`src/rtl/fetch_unit_if.sv`:
```
// Fetch-stage bus: instruction-memory port, hazard/branch/interrupt inputs
// and the fetch/decode register fields.
interface fetch_unit_if;
  logic [31:0] imem_addr;
  logic [15:0] imem_rdata;
  logic        stall;
  logic        branch_taken;
  logic [31:0] branch_target;
  logic        int_req;
  logic        fd_enable;
  logic [4:0]  opcode;
  logic [2:0]  Rs;
  logic [2:0]  Rd;
  logic [4:0]  shmnt;
  logic [31:0] pc;
  logic [31:0] next_inst_addr;
  logic        int1;
  logic        int2;

  modport master (
    output imem_addr, fd_enable, opcode, Rs, Rd, shmnt, pc, next_inst_addr, int1, int2,
    input  imem_rdata, stall, branch_taken, branch_target, int_req
  );

  modport slave (
    input  imem_addr, fd_enable, opcode, Rs, Rd, shmnt, pc, next_inst_addr, int1, int2,
    output imem_rdata, stall, branch_taken, branch_target, int_req
  );
endinterface

```
`src/rtl/fetch_unit.sv`:
```
// Instruction-fetch stage: PC ownership, boot from reset vector, branch/stall
// handling. Interrupt entry (INT1/INT2) is built only when FETCH_INTERRUPT_EN is defined.
module fetch_unit #(
  parameter logic [31:0] RESET_VEC_ADDR = 32'd0,
  parameter logic [31:0] INT_VEC_ADDR   = 32'd2
) (
  input  logic         clk,
  input  logic         rst_n,
  fetch_unit_if.master bus
);

`ifdef FETCH_INTERRUPT_EN
  typedef enum logic [2:0] {BOOT_HI, BOOT_LO, RUN, INT1, INT2} state_t;
`else
  typedef enum logic [1:0] {BOOT_HI, BOOT_LO, RUN} state_t;
`endif

  state_t      state_reg;
  logic [31:0] pc_reg;
  logic [15:0] vec_hi_reg;
  logic        take_int;

`ifdef FETCH_INTERRUPT_EN
  logic int_pending_reg;

  // A request in this very cycle is honoured immediately, so int_req in N gives INT1 in N+1.
  assign take_int = (state_reg == RUN) && (int_pending_reg || bus.int_req)
                    && !bus.stall && !bus.branch_taken;
`else
  logic unused_int_sink;
  assign take_int        = 1'b0;
  assign unused_int_sink = ^{bus.int_req, INT_VEC_ADDR};
`endif

  always_ff @(posedge clk or negedge rst_n) begin
    if (!rst_n) begin
      state_reg  <= BOOT_HI;
      pc_reg     <= 32'd0;
      vec_hi_reg <= 16'd0;
`ifdef FETCH_INTERRUPT_EN
      int_pending_reg <= 1'b0;
`endif
    end else begin
`ifdef FETCH_INTERRUPT_EN
      if (take_int) begin
        int_pending_reg <= 1'b0;
      end else if (bus.int_req) begin
        int_pending_reg <= 1'b1;
      end
`endif
      case (state_reg)
        BOOT_HI: begin
          vec_hi_reg <= bus.imem_rdata;
          state_reg  <= BOOT_LO;
        end
        BOOT_LO: begin
          pc_reg    <= {vec_hi_reg, bus.imem_rdata};
          state_reg <= RUN;
        end
        RUN: begin
          if (bus.branch_taken) begin
            pc_reg <= bus.branch_target;
          end else if (take_int) begin
            state_reg <= state_t'(state_reg + 1'b1);
          end else if (!bus.stall) begin
            pc_reg <= pc_reg + 32'd1;
          end
        end
`ifdef FETCH_INTERRUPT_EN
        INT1: begin
          vec_hi_reg <= bus.imem_rdata;
          state_reg  <= INT2;
        end
        INT2: begin
          pc_reg    <= {vec_hi_reg, bus.imem_rdata};
          state_reg <= RUN;
        end
`endif
        default: state_reg <= BOOT_HI;
      endcase
    end
  end

  assign bus.pc             = pc_reg;
  assign bus.next_inst_addr = pc_reg + 32'd1;

  always_comb begin
    bus.imem_addr = pc_reg;
    bus.fd_enable = 1'b0;
    bus.opcode    = 5'd0;
    bus.Rs        = 3'd0;
    bus.Rd        = 3'd0;
    bus.shmnt     = 5'd0;
    bus.int1      = 1'b0;
    bus.int2      = 1'b0;
    case (state_reg)
      BOOT_HI: bus.imem_addr = RESET_VEC_ADDR;
      BOOT_LO: bus.imem_addr = RESET_VEC_ADDR + 32'd1;
      RUN: begin
        // Interrupt entry suppresses the current slot; the PC is kept as return address.
        bus.fd_enable = bus.branch_taken || (!bus.stall && !take_int);
        bus.opcode    = bus.imem_rdata[15:11];
        bus.Rs        = bus.imem_rdata[10:8];
        bus.Rd        = bus.imem_rdata[7:5];
        bus.shmnt     = bus.imem_rdata[4:0];
      end
`ifdef FETCH_INTERRUPT_EN
      INT1: begin
        bus.imem_addr = INT_VEC_ADDR;
        bus.fd_enable = 1'b1;
        bus.int1      = 1'b1;
      end
      INT2: begin
        bus.imem_addr = INT_VEC_ADDR + 32'd1;
        bus.fd_enable = 1'b1;
        bus.int2      = 1'b1;
      end
`endif
      default: bus.imem_addr = RESET_VEC_ADDR;
    endcase
  end

endmodule

```
`src/flat_wrapper.sv`:
```
// flat-port wrapper written by rule: the top's interface ports become plain ports
module fetch_unit_flat 
#(
  parameter logic [31:0] RESET_VEC_ADDR = 32'd0,
  parameter logic [31:0] INT_VEC_ADDR   = 32'd2
)
  (clk, rst_n, bus_imem_addr, bus_fd_enable, bus_opcode, bus_Rs, bus_Rd, bus_shmnt, bus_pc, bus_next_inst_addr, bus_int1, bus_int2, bus_imem_rdata, bus_stall, bus_branch_taken, bus_branch_target, bus_int_req);
  fetch_unit_if bus_i ();
  input  logic clk;
  input  logic rst_n;
  output wire logic [$bits(bus_i.imem_addr)-1:0] bus_imem_addr;
  output wire logic [$bits(bus_i.fd_enable)-1:0] bus_fd_enable;
  output wire logic [$bits(bus_i.opcode)-1:0] bus_opcode;
  output wire logic [$bits(bus_i.Rs)-1:0] bus_Rs;
  output wire logic [$bits(bus_i.Rd)-1:0] bus_Rd;
  output wire logic [$bits(bus_i.shmnt)-1:0] bus_shmnt;
  output wire logic [$bits(bus_i.pc)-1:0] bus_pc;
  output wire logic [$bits(bus_i.next_inst_addr)-1:0] bus_next_inst_addr;
  output wire logic [$bits(bus_i.int1)-1:0] bus_int1;
  output wire logic [$bits(bus_i.int2)-1:0] bus_int2;
  input wire logic [$bits(bus_i.imem_rdata)-1:0] bus_imem_rdata;
  input wire logic [$bits(bus_i.stall)-1:0] bus_stall;
  input wire logic [$bits(bus_i.branch_taken)-1:0] bus_branch_taken;
  input wire logic [$bits(bus_i.branch_target)-1:0] bus_branch_target;
  input wire logic [$bits(bus_i.int_req)-1:0] bus_int_req;
  assign bus_imem_addr = bus_i.imem_addr;
  assign bus_fd_enable = bus_i.fd_enable;
  assign bus_opcode = bus_i.opcode;
  assign bus_Rs = bus_i.Rs;
  assign bus_Rd = bus_i.Rd;
  assign bus_shmnt = bus_i.shmnt;
  assign bus_pc = bus_i.pc;
  assign bus_next_inst_addr = bus_i.next_inst_addr;
  assign bus_int1 = bus_i.int1;
  assign bus_int2 = bus_i.int2;
  assign bus_i.imem_rdata = bus_imem_rdata;
  assign bus_i.stall = bus_stall;
  assign bus_i.branch_taken = bus_branch_taken;
  assign bus_i.branch_target = bus_branch_target;
  assign bus_i.int_req = bus_int_req;
  fetch_unit #(.RESET_VEC_ADDR(RESET_VEC_ADDR), .INT_VEC_ADDR(INT_VEC_ADDR)) u_core (.clk(clk), .rst_n(rst_n), .bus(bus_i));
endmodule
```
`config.mk`:
```
export PLATFORM = sky130hd
export DESIGN_NAME = fetch_unit_flat
export DESIGN_NICKNAME = d
export VERILOG_FILES = /design/src/rtl/fetch_unit_if.sv /design/src/rtl/fetch_unit.sv /design/src/flat_wrapper.sv
export SDC_FILE = /design/constraint.sdc
export NUM_CORES = 1
export LEC_CHECK = 0
export ABC_AREA = 1
export BUFFER_PORTS_ARGS = -buffer_cell sky130_fd_sc_hd__clkbuf_2
export CAP_MARGIN = 20
export CORE_MARGIN = 4
export CORE_UTILIZATION = 25
export CTS_BUF_LIST = sky130_fd_sc_hd__clkbuf_4 sky130_fd_sc_hd__clkbuf_8
export CTS_CLUSTER_SIZE = 28
export DETAILED_ROUTE_END_ITERATION = 6
export HOLD_SLACK_MARGIN = 0.1
export PLACE_DENSITY = 0.47
export SLEW_MARGIN = 20
export SYNTH_ARGS = -nofsm -noshare
export SYNTH_HDL_FRONTEND = slang
export SYNTH_SLANG_ARGS = --single-unit
```
`constraint.sdc`:
```
create_clock -name clk -period 2.4 [get_ports clk]
set_clock_uncertainty 0.1 [all_clocks]
set_input_delay 0.12 -clock clk [delete_from_list [all_inputs] [get_ports clk]]
set_output_delay 0.12 -clock clk [all_outputs]
set_load 0.01 [all_outputs]
```
**After elaboration in Yosys (flattened, before gate mapping)**

Index checks and enable logic that the tools add are counted.

- Mux-type cells: 10
- Add/sub/neg operators: 1
- Equal/unequal tests: 3
- Reductions and logical operators: 5

Operator list:

| kind | number |
|---|---|
| 32-bit case mux with 2 select lines | 2 |
| 32-bit two-way mux | 2 |
| 32-bit by 1-bit adder with 32-bit output (second input constant) | 1 |
| 5-bit two-way mux | 2 |
| 3-bit two-way mux | 2 |
| 2-bit case mux with 3 select lines | 1 |
| 3-bit inequality test (second input constant) | 1 |
| 2-bit by 1-bit equality test with 1-bit output (second input constant) | 1 |
| 2-bit equality test (second input constant) | 1 |
| 2-bit logical NOT | 1 |
| 2-bit AND reduction | 1 |
| 2-bit nonzero test | 1 |
| 1-bit logical NOT | 1 |
| 1-bit logical OR | 1 |
| 1-bit two-way mux | 1 |

- Output and inout port bits: 115
- Register bits: 50
- Input bits: 53

**Longest topological paths before layout**

Gate-level depths: netlist of the first run.

- Word-level depth: 4
- Gate-level depth with buffers: 10

**Worst setup path before layout of the first run**

Ideal clock, no wire load.

- Path kind: reg2reg
- From: register u_core.state_reg[0]
- To: register u_core.pc_reg[15] (netlist: u_core.bus.pc[15])
- Stages on the path, launching flop included: 10
- Buffers on the path: 2
- Setup time: 0.123 ns
- Data arrival time: 1.570 ns
- Slack: 0.607 ns
- Period minus slack after synthesis: 1.793 ns
- Cell sequence: dfrtp_1 inv_1 ha_1 buf_2 inv_2 a21oi_1 a21oi_1 buf_2 a21oi_1 a21oi_2

- Cells in the longest elaborated chain, start to end: 3
- Elaborated cells on any way between the ends: 6
- Those cells by class: eq/ne: 3; mux: 1; reduce/logical: 2

Ends and longest elaborated chain:

| element | line | RTL |
|---|---|---|
| start: declaration | fetch_unit.sv:18 | `state_t state_reg;` |
| start signal: assignment | fetch_unit.sv:64 | `state_reg <= state_t'(state_reg + 1'b1);` |
| 2-bit equality test or 2-bit by 1-bit equality test with 1-bit output (tied branches) | fetch_unit.sv:51 | `case (state_reg)` |
| 3-bit inequality test (no source line) or 2-bit nonzero test (tied branches) | n/a |  |
| 2-bit AND reduction (no source line) | n/a |  |
| end signal: assignment | fetch_unit.sv:57 | `pc_reg <= {vec_hi_reg, bus.imem_rdata};` |
| end signal: assignment | fetch_unit.sv:62 | `pc_reg <= bus.branch_target;` |
| end signal: assignment | fetch_unit.sv:66 | `pc_reg <= pc_reg + 32'd1;` |
| end: declaration | fetch_unit.sv:19 | `logic [31:0] pc_reg;` |

Several ways; a longest one is shown, not always the timed one.
A chain may end at the register's enable or synchronous reset.

**Worst setup path in the final report of the first run**

- From: register u_core.state_reg[0]
- To: register u_core.pc_reg[0] (netlist: u_core.bus.pc[0])

Same word-level chain as after synthesis.

==> summary.txt, run 1 <==
Run status
  • Status: complete, no violations

Job
  • Max cap viols: 0

Final layout
  • Antenna cells: 0
  • Most frequent cells in the layout: nand2_1 (174), clkbuf_2 (164), nor2_1 (119)
  • Max reg flops: 32
  • Design area: about 0.0057 mm2
  • Share of layout cells above drive strength 1: around 28%
  • Total Nets Final: 902
  • Final core utilization: between 30% and 40%
  • Commonest non-fill, non-tap cell in the layout: nand2_1
  • Area growth syn-to-layout: 40.9%

STA
  • Slew at the pin closest to its max-slew limit: about 700 ps
  • Final setup viols: 0
  • Fmax: around 0.44 GHz
  • Final hold viol count: 0
  • Slew HR: roughly 54%
  • Final min period: between 2000 and 2500 ps
  • Final period util: ~94%
  • Total negative setup slack: 0 ps
  • Slew Limit Fails: 0
  • Slack of the critical path: 134 ps
  • Unrepaired setup endpoints after global routing: false

Logic synthesis
  • Synth warn: 0
  • EDFF count, synth: 0
  • Top-area cell type share of the netlist area: a little under a third
  • Top cells by area, synth: dfrtp_1 (31%), nand2_1 (16%), nor2_1 (11%), inv_1 (8.2%), a21oi_1 (4.4%)
  • Seq/Total Area, Yosys: between 30% and 40%
  • Post-Syn Instances: roughly 640
  • Main flop type after synthesis: dfrtp_1
  • Synth cell types: 31
  • Mean post-synth cell area: roughly 6.3 um2
  • Async SR Flop Fraction: between 90% and 100%
  • Mapped Area: 0.00406 mm2
  • #FFs+latches synth: 50
  • Largest area contributor in the netlist: dfrtp_1

Die
  • Row count: 46
  • Die W: about 140 um
  • Die area: 0.0183 mm2
  • I/O pin total: about 170
  • Core Footprint: between 0.015 and 0.02 mm2
  • Die height: 135 um
  • Initial Utilization: approximately 26%

CTS
  • Clk sink count: 50
  • Number of buffers created by CTS: 5
  • Depth of the CTS H-tree: 2
  • Clk_lat worst skew: approximately 330 ps
  • Root buf cell: clkbuf_8
  • CTS Buffer Depth: 2
  • Clk slew on worst S/H paths: between 100 and 150 ps
  • TritonCTS clock tree: done

Global routing
  • Total congestion overflow: 0
  • Vias in the first global route: 4543
  • First-pass GRT wire length: between 20000 and 30000 um
  • Total Routing Usage GR: between 10% and 20%
  • Largest net degree at the start of global routing: 54
  • Initial antenna violation count: 0

Power
  • Switching pwr: between 1 and 1.5 mW
  • Net Sw Frac: 40.8%
  • Logic gate share of total power: 39.3%
  • Max VDD drop: roughly 0.23 mV
  • Clock power frac: 22.8%
  • Pwr/cell area: between 500 and 600 mW/mm2
  • Sequential share of power: a little under two fifths
  • Internal: ~1.7 mW
  • Total power: about 2.9 mW
  • LEAKAGE: 3.23 nW

Placed design
  • Routability Congestion: 0.853
  • Place WS: 457 ps
  • I/O Buffers: 164
  • Dpl hpwl: between 10000 and 15000 um
  • Placement Cell Area: 0.00511 mm2

Route
  • DRC: 0
  • Initial DRC count: approximately 270
  • Via/cell ratio: ~4.3
  • Pre-antenna DRT Iters: 4
  • Total Wirelength: 16100 um
  • Via count: about 4500
  • Routed len/inst: between 15 and 20 um
  • Antenna Nets Post-Route: 0

Setup path
  • Top delay family on crit path: buffers and inverters
  • CP cell instances: inv_1 > ha_2 > inv_2 > buf_4 > buf_6 > a21oi_1 > o21ai_0 > a31oi_1 > dlygate4sd3_1
  • RR Startpoint: u_core.state_reg[0]
  • RR Endpoint: u_core.bus.pc[0]
  • Worst setup startpoint: u_core.state_reg[0]
  • Capturing element type of the critical path: flip-flop
  • CP Max Fanout: 29
  • Crit path DAT: approximately 2400 ps
  • Crit path max-delay cell type: dlygate4sd3_1
  • CP required: ~2600 ps
  • Startpoint types: flip-flop
  • Flop2flop setup slack: around 130 ps
  • Largest stage delay, worst path: around 560 ps
  • Crit. path cell count: 9
  • Buf/Inv on CP: 5
  • Worst Reg2Reg Path Length in Cells: 9
  • Crit path kind: reg -> reg
  • Setup crit end: u_core.bus.pc[0]

Worst hold path
  • Worst Hold Path Cells: 5
  • Worst hold path class: in -> reg
metal layers:
| metal | wire length, um | global-route usage [%] | vias to the layer above | share of wire, % |
|---|---|---|---|---|
| met5 | 0 | 0 | - | 0 |
| met3 | 660 | 2.19 | 10 | 4.1 |
| met4 | 173 | 3.70 | 0 | 1.1 |
| met2 | 7660 | 30.6 | 114 | 47 |
| met1 | 7650 | 24.2 | 2048 | 47 |
| li1 | - | - | 2358 | - |
what timing repair did:
action,4_1_cts,5_1_grt
hold buffers,46,1
endpoints found under the setup margin,0,3
resized for setup,0,3
buffers inserted,0,2
hold endpoints to repair,95,1
logic make-up after synthesis:
family | count (synthesis) | synth area share [%]
flops | 50 | 30.8
simple gates | 349 | 37.4
xor+xnor | 11 | 2.56
compound gates | 87 | 11.4
other cells | 1 | 0.0924
buf+inv | 122 | 12.3
fa+ha+maj | 5 | 1.54
mux | 14 | 3.89
cell usage after synthesis, types with 2 or more instances:
master / count
xor2_1: 10
ha_1: 5
nor2_2: 5
nand3b_1: 3
nand2_1: 174
a21oi_1: 36
mux2_2: 14
nor2_4: 4
and2_1: 2
clkbuf_1: 15
o21ai_1: 6
a21oi_2: 5
o21ai_0: 35
inv_2: 5
nand3_1: 24
nor2_1: 119
buf_2: 8
dfrtp_1: 50
nand2_2: 8
a31oi_1: 2
buf_4: 3
nand3_2: 4
nand2_4: 3
a22oi_1: 2
inv_1: 89
nor2_8: 3
layout make-up:
type	instances	area [um2]
fillers	1786	10200
multi-input cells	468	2310
repair buffers	225	1410
flip-flops and latches	50	1250
inverters	94	353
well taps	216	270
clock buffers	5	68.8
clock inverters	3	45.0
power by group through the flow:
stage	Sequential (mW)	Clock, mW	Combinational, mW
final	1.08	0.651	1.13
after global routing	1.11	0.686	1.27
after floorplan	1.09	0	0.584
after detailed placement	1.10	0	1.07
after global placement	1.10	0	1.07
after CTS	1.09	0.655	1.14
how the worst min path moves through the flow:
stage                    startpoint                    to
5_1_grt        bus_branch_target[6]      u_core.bus.pc[6]
2_1_floorplan                 rst_n      u_core.bus.pc[0]
3_3_place_gp                  rst_n   u_core.state_reg[0]
4_1_cts           bus_imem_rdata[8]  u_core.vec_hi_reg[8]
3_5_place_dp                  rst_n   u_core.state_reg[0]
6_report       bus_branch_target[6]      u_core.bus.pc[6]
worst min-delay path, stage by stage:
cell and delay (ps):
clkbuf_2 80, nor2_1 90, nor2_1 40, nand2_1 90, a22oi_1 70
stage by stage:
stage               hold WS (ps)  std cells
floorplan                   -276        640
global placement             202       1004
detailed placement           203       1004
CTS                          100       1058
global route                 128       1061
finish                       105       1061
Power figures use the tool's default switching activity.
==> run 2, diff against run 1 <==
- CELL_PAD_IN_SITES_DETAIL_PLACEMENT: not set -> 0
- CELL_PAD_IN_SITES_GLOBAL_PLACEMENT: not set -> 2
- PLACE_DENSITY: 0.47 -> 0.83
==> run 2 against run 1 <==
Against the previous run:
- die area unchanged
- largest power group unchanged
- critical path type is now reg -> out
- sequential share of layout area up 0.35 points
- cell count down 0.94%
- critical path depth down 2
- clock-buffer cell count up 2
- non-clock buffer count down 9
==> summary.txt, run 2 (same netlist as run 1, synthesis figures left out) <==
Setup path
  • RR Startpoint: u_core.state_reg[0] (unchanged)
  • Worst setup startpoint: u_core.bus.pc[0] (was u_core.state_reg[0])
  • Startpoint types: flip-flop (unchanged)
  • CP Max Fanout: 7 (was 29)
  • Crit path kind: reg -> out (was reg -> reg)
  • Flop2flop setup slack: 310 ps (was 130 ps)
  • Capturing element type of the critical path: output pin (was flip-flop)
  • Crit path DAT: 2010 ps (was 2430 ps)
  • CP required: 2180 ps (was 2560 ps)

Power
  • LEAKAGE: 3.19 nW (was 3.23 nW)
  • Pwr/cell area: 481 mW/mm2 (was 501 mW/mm2)
  • Max VDD drop: 0.243 mV (was 0.231 mV)

Route
  • Total Wirelength: 15800 um (was 16100 um)
  • Via count: 4490 (was 4530)
  • Routed len/inst: 15.0 um (was 15.2 um)
  • Pre-antenna DRT Iters: 5 (was 4)
  • Initial DRC count: 246 (was 273)
  • Antenna Nets Post-Route: 0 (unchanged)
  • DRC: 0 (unchanged)
  • Via/cell ratio: 4.27 (about the same)

Final layout
  • Most frequent cells in the layout: nand2_1 (174), clkbuf_2 (164), nor2_1 (118) (was nand2_1 (174), clkbuf_2 (164), nor2_1 (119))
  • Final core utilization: 35.4% (was 36.0%)
  • Area growth syn-to-layout: 38.5% (was 40.9%)
  • Antenna cells: 0 (unchanged)
  • Total Nets Final: 893 (was 902)
  • Final Instance Count excl. Fillers: 1051 (was 1061)
  • Commonest non-fill, non-tap cell in the layout: nand2_1 (unchanged)
  • Share of layout cells above drive strength 1: 28.3% (was 28.4%)
  • Max reg flops: 32 (unchanged)

CTS
  • Depth of the CTS H-tree: 2 (unchanged)
  • Root buf cell: clkbuf_8 (unchanged)
  • Clk_lat worst skew: 300 ps (was 330 ps)
  • Number of buffers created by CTS: 5 (unchanged)
  • Clk slew on worst S/H paths: 90 ps (was 110 ps)
  • TritonCTS clock tree: done (unchanged)
  • CTS Buffer Depth: 2 (unchanged)
  • Clk sink count: 50 (unchanged)

Die
  • Die W: 135 um (unchanged)
  • Initial Utilization: 25.5% (unchanged)
  • Die area: 0.0183 mm2 (unchanged)
  • Row count: 46 (unchanged)
  • Core Footprint: 0.0159 mm2 (unchanged)
  • Die height: 135 um (unchanged)
  • I/O pin total: 168 (unchanged)

Placed design
  • Routability Congestion: 0.783 (was 0.853)
  • I/O Buffers: 164 (unchanged)
  • Placed cell count: 1002 (was 1004)
  • Dpl hpwl: 12200 um (was 12300 um)

STA
  • Slew Limit Fails: 0 (unchanged)
  • Final min period: 2230 ps (was 2270 ps)
  • Min Hold Slack: 93.1 ps (was 105 ps)
  • Final hold viol count: 0 (unchanged)
  • Slew HR: 54.4% (was 53.7%)
  • Final setup viols: 0 (unchanged)
  • Fmax: 0.448 GHz (was 0.441 GHz)
  • Total negative setup slack: 0 ps (unchanged)
  • Slew at the pin closest to its max-slew limit: 684 ps (was 694 ps)
  • Unrepaired setup endpoints after global routing: false (unchanged)
  • Final period util: 93.0% (was 94.4%)

Global routing
  • Total Routing Usage GR: 17.2% (was 17.9%)
  • Initial antenna violation count: 0 (unchanged)
  • Vias in the first global route: 4269 (was 4543)
  • Largest net degree at the start of global routing: 54 (unchanged)
  • Total congestion overflow: 0 (unchanged)
  • First-pass GRT wire length: 24400 um (was 25400 um)

Job
  • Max cap viols: 0 (unchanged)

Worst hold path
  • Worst hold path class: in -> reg (unchanged)
  • Hold Startpoint: bus_branch_target[11] (was bus_branch_target[6])

Run status
  • Status: complete, no violations (unchanged)
## run 2: cell types whose count changed in the layout (fill, tap and decap cells not counted), moves of 2 or more
cell           previous run  this run
dlygate4sd3_1            47        42
buf_4                    12         8
clkbuf_4                  0         2
clkinvlp_4                2         0
## run 2: layer usage
layer	up-vias	GRT usage, %	share of wire [%]
li1	2337	-	-
met1	2039	22.9	44
met2	103	30.3	50
met3	11	1.89	4.2
met4	0	3.30	1.3
met5	-	0	0
## run 2: cell type report
cell class              count  area (um2)
clock buffers               7        83.8
multi-input cells         468        2320
flip-flops and latches     50        1250
well taps                 216         270
inverters                  94         353
fillers                  1830       10300
repair buffers            216        1340
## run 2: worst max-delay path, stage by stage, from the launching register on
cell and delay (ps):
dfrtp_1 490, ha_1 250, nand2_2 100, nor2_8 170, nand3b_1 180, o21ai_0 260
nand2_1 110, clkbuf_2 140
## run 2: final timing paths
path                       depth (start not counted)                      to
max reg2reg                                        8       u_core.bus.pc[20]
min reg2reg                                        1   u_core.vec_hi_reg[13]
min                                                5       u_core.bus.pc[11]
max                                                7  bus_next_inst_addr[18]
max in group asynchronous                          3       u_core.bus.pc[19]
min in group asynchronous                          2        u_core.bus.pc[0]
## run 2: where the power goes
part / switching (mW) / internal (mW)
combinational: 0.660 / 0.441
clock: 0.286 / 0.225
sequential: 0.163 / 0.926
## run 2: repair_timing
item	4_1_cts	5_1_grt
buffers inserted	0	0
hold buffers	42	0
setup endpoints to repair	0	27
gates resized for setup	0	2
hold endpoints to repair	65	0
## run 2: stage by stage
| step | instance area (um2) | setup WS [ps] | power [mW] |
|---|---|---|---|
| after floorplan | 4060 | 607 | 1.67 |
| after global placement | 5110 | 139 | 2.17 |
| after detailed placement | 5110 | 163 | 2.17 |
| after CTS | 5610 | 114 | 2.75 |
| after global routing | 5620 | 47.3 | 2.92 |
| final | 5620 | 169 | 2.70 |
==> run 3, diff against run 2 <==
- PLACE_DENSITY: 0.83 -> 0.84
==> run 3 against run 2 <==
Against the previous run:
- routed wire length down 1.6%
- utilization increased by 0.087 points
- cell count stayed put
- maximum frequency barely moved
- critical endpoint unchanged
- clock-buffer cell count down 1
==> summary.txt, run 3 (same netlist as run 1, synthesis figures left out) <==
STA
  • Final setup viols: 0 (unchanged)
  • Total negative setup slack: 0 ps (unchanged)
  • Final min period: 2230 ps (about the same)
  • Fmax: 0.448 GHz (about the same)
  • Final period util: 93.0% (about the same)
  • Slew HR: 54.5% (was 54.4%)
  • Slew at the pin closest to its max-slew limit: 682 ps (was 684 ps)
  • Unrepaired setup endpoints after global routing: false (unchanged)
  • Min Hold Slack: 106 ps (was 93.1 ps)
  • Slew Limit Fails: 0 (unchanged)
  • Slack of the critical path: 169 ps (about the same)
  • Final hold viol count: 0 (unchanged)

Die
  • Core Footprint: 0.0159 mm2 (unchanged)
  • Row count: 46 (unchanged)
  • Initial Utilization: 25.5% (unchanged)
  • Die area: 0.0183 mm2 (unchanged)
  • Die W: 135 um (unchanged)
  • I/O pin total: 168 (unchanged)
  • Die height: 135 um (unchanged)

Final layout
  • Final core utilization: 35.5% (was 35.4%)
  • Design area: 0.00563 mm2 (was 0.00562 mm2)
  • Fillcell total: 1817 (was 1830)
  • Area growth syn-to-layout: 38.9% (was 38.5%)
  • Share of layout cells above drive strength 1: 28.4% (was 28.3%)
  • Most frequent cells in the layout: nand2_1 (174), clkbuf_2 (164), nor2_1 (118) (unchanged)
  • Antenna cells: 0 (unchanged)
  • Commonest non-fill, non-tap cell in the layout: nand2_1 (unchanged)
  • Max reg flops: 32 (unchanged)
  • Total Nets Final: 893 (unchanged)

Placed design
  • I/O Buffers: 164 (unchanged)
  • Dpl hpwl: 12100 um (was 12200 um)
  • Routability Congestion: 0.797 (was 0.783)
  • Place WS: 140 ps (was 163 ps)
  • Placement Cell Area: 0.00510 mm2 (was 0.00511 mm2)

Global routing
  • Grt met2 use: 29.5% (was 30.3%)
  • First-pass GRT wire length: 24200 um (was 24400 um)
  • Grt peak-use layer: met2 (unchanged)
  • Vias in the first global route: 4367 (was 4269)
  • Met3 Usage GRT: 1.93% (was 1.89%)
  • Largest net degree at the start of global routing: 54 (unchanged)
  • Total congestion overflow: 0 (unchanged)
  • Total Routing Usage GR: 16.8% (was 17.2%)
  • Initial antenna violation count: 0 (unchanged)
  • Met1 Use GR: 22.8% (was 22.9%)

Job
  • Max cap viols: 0 (unchanged)

Route
  • Initial DRC count: 211 (was 246)
  • Total Wirelength: 15500 um (was 15800 um)
  • Antenna Nets Post-Route: 0 (unchanged)
  • Via/cell ratio: 4.28 (was 4.27)
  • Routed len/inst: 14.8 um (was 15.0 um)
  • DRC: 0 (unchanged)
  • Via count: 4498 (was 4490)
  • Pre-antenna DRT Iters: 4 (was 5)

CTS
  • Depth of the CTS H-tree: 2 (unchanged)
  • Clk sink count: 50 (unchanged)
  • Clk_lat worst skew: 300 ps (about the same)
  • Clk slew on worst S/H paths: 90 ps (about the same)
  • Buffer count from post-CTS setup fixing: 0 (unchanged)
  • CTS Buffer Depth: 2 (unchanged)
  • Number of buffers created by CTS: 5 (unchanged)
  • Root buf cell: clkbuf_8 (unchanged)
  • TritonCTS clock tree: done (unchanged)

Worst hold path
  • Worst hold path class: in -> reg (unchanged)

Setup path
  • Crit path DAT: 2010 ps (about the same)
  • Capturing element type of the critical path: output pin (unchanged)
  • Crit path kind: reg -> out (unchanged)
  • Startpoint types: flip-flop (unchanged)
  • CP required: 2180 ps (about the same)
  • CP Max Fanout: 7 (unchanged)

Run status
  • Status: complete, no violations (unchanged)

Power
  • Pwr/cell area: 498 mW/mm2 (was 481 mW/mm2)
  • Max VDD drop: 0.211 mV (was 0.243 mV)
  • LEAKAGE: 3.20 nW (was 3.19 nW)
[run 3: changes by cell type in the layout (fill, tap and decap cells not counted)]
cell           previous run  this run
buf_12                    2         1
buf_4                     8        10
bufinv_16                 0         1
clkbuf_4                  2         0
clkbuf_8                  5         6
dlygate4sd3_1            42        41
[run 3: final cells by class]
type	instances	area (um2)	share of cell area (%)
multi-input combinational	468	2320	41.2
timing repair buffer	216	1330	23.5
sequential	50	1250	22.2
inverter	94	353	6.26
tap	216	270	4.80
clock buffer	6	82.6	1.47
clock inverter	1	30.0	0.533
[run 3: path summary, 6_finish.rpt]
check / from / to / slack (ps) / cells after the start
worst max-delay path: u_core.bus.pc[0] / bus_next_inst_addr[18] / 170 / 7
worst min-delay path: bus_branch_target[2] / u_core.bus.pc[2] / 110 / 5
worst max register to register: u_core.state_reg[0] / u_core.bus.pc[2] / 220 / 8
worst min register to register: u_core.vec_hi_reg[12] / u_core.vec_hi_reg[12] / 410 / 1
max in group asynchronous: rst_n / u_core.bus.pc[31] / 1370 / 3
min in group asynchronous: rst_n / u_core.bus.pc[1] / 370 / 3
[run 3: layer usage]
metal,part of all wire [%],vias up
li1,-,2344
met1,45,2035
met2,50,115
met3,4.4,4
met4,0.65,0
met5,0,-
[run 3: repair_timing]
| action | 4_1_cts | 5_1_grt |
|---|---|---|
| gates resized for setup | 0 | 2 |
| hold buffers | 41 | 0 |
| setup endpoints to repair | 0 | 27 |
| endpoints found under the hold margin | 91 | 0 |
[run 3: power breakdown]
group          switching, mW  total [mW]  leakage (nW)  internal, mW
registers              0.162        1.09         0.560         0.926
logic                  0.657        1.10          2.58         0.438
clock network          0.288       0.622        0.0573         0.334
total                   1.11        2.81          3.20          1.70
[run 3: through the flow]
| step | std cells | power [mW] |
|---|---|---|
| global placement | 1003 | 2.16 |
| CTS | 1051 | 2.84 |
| finish | 1051 | 2.81 |
| floorplan | 640 | 1.67 |
| detailed placement | 1003 | 2.17 |
| global route | 1051 | 3.01 |
[run 3: critical path: stages, from the launching register on]
cell	delay (ps)
dfrtp_1	500
ha_1	240
nand2_2	100
nor2_8	170
nand3b_1	190
o21ai_0	270
nand2_1	90
clkbuf_2	140
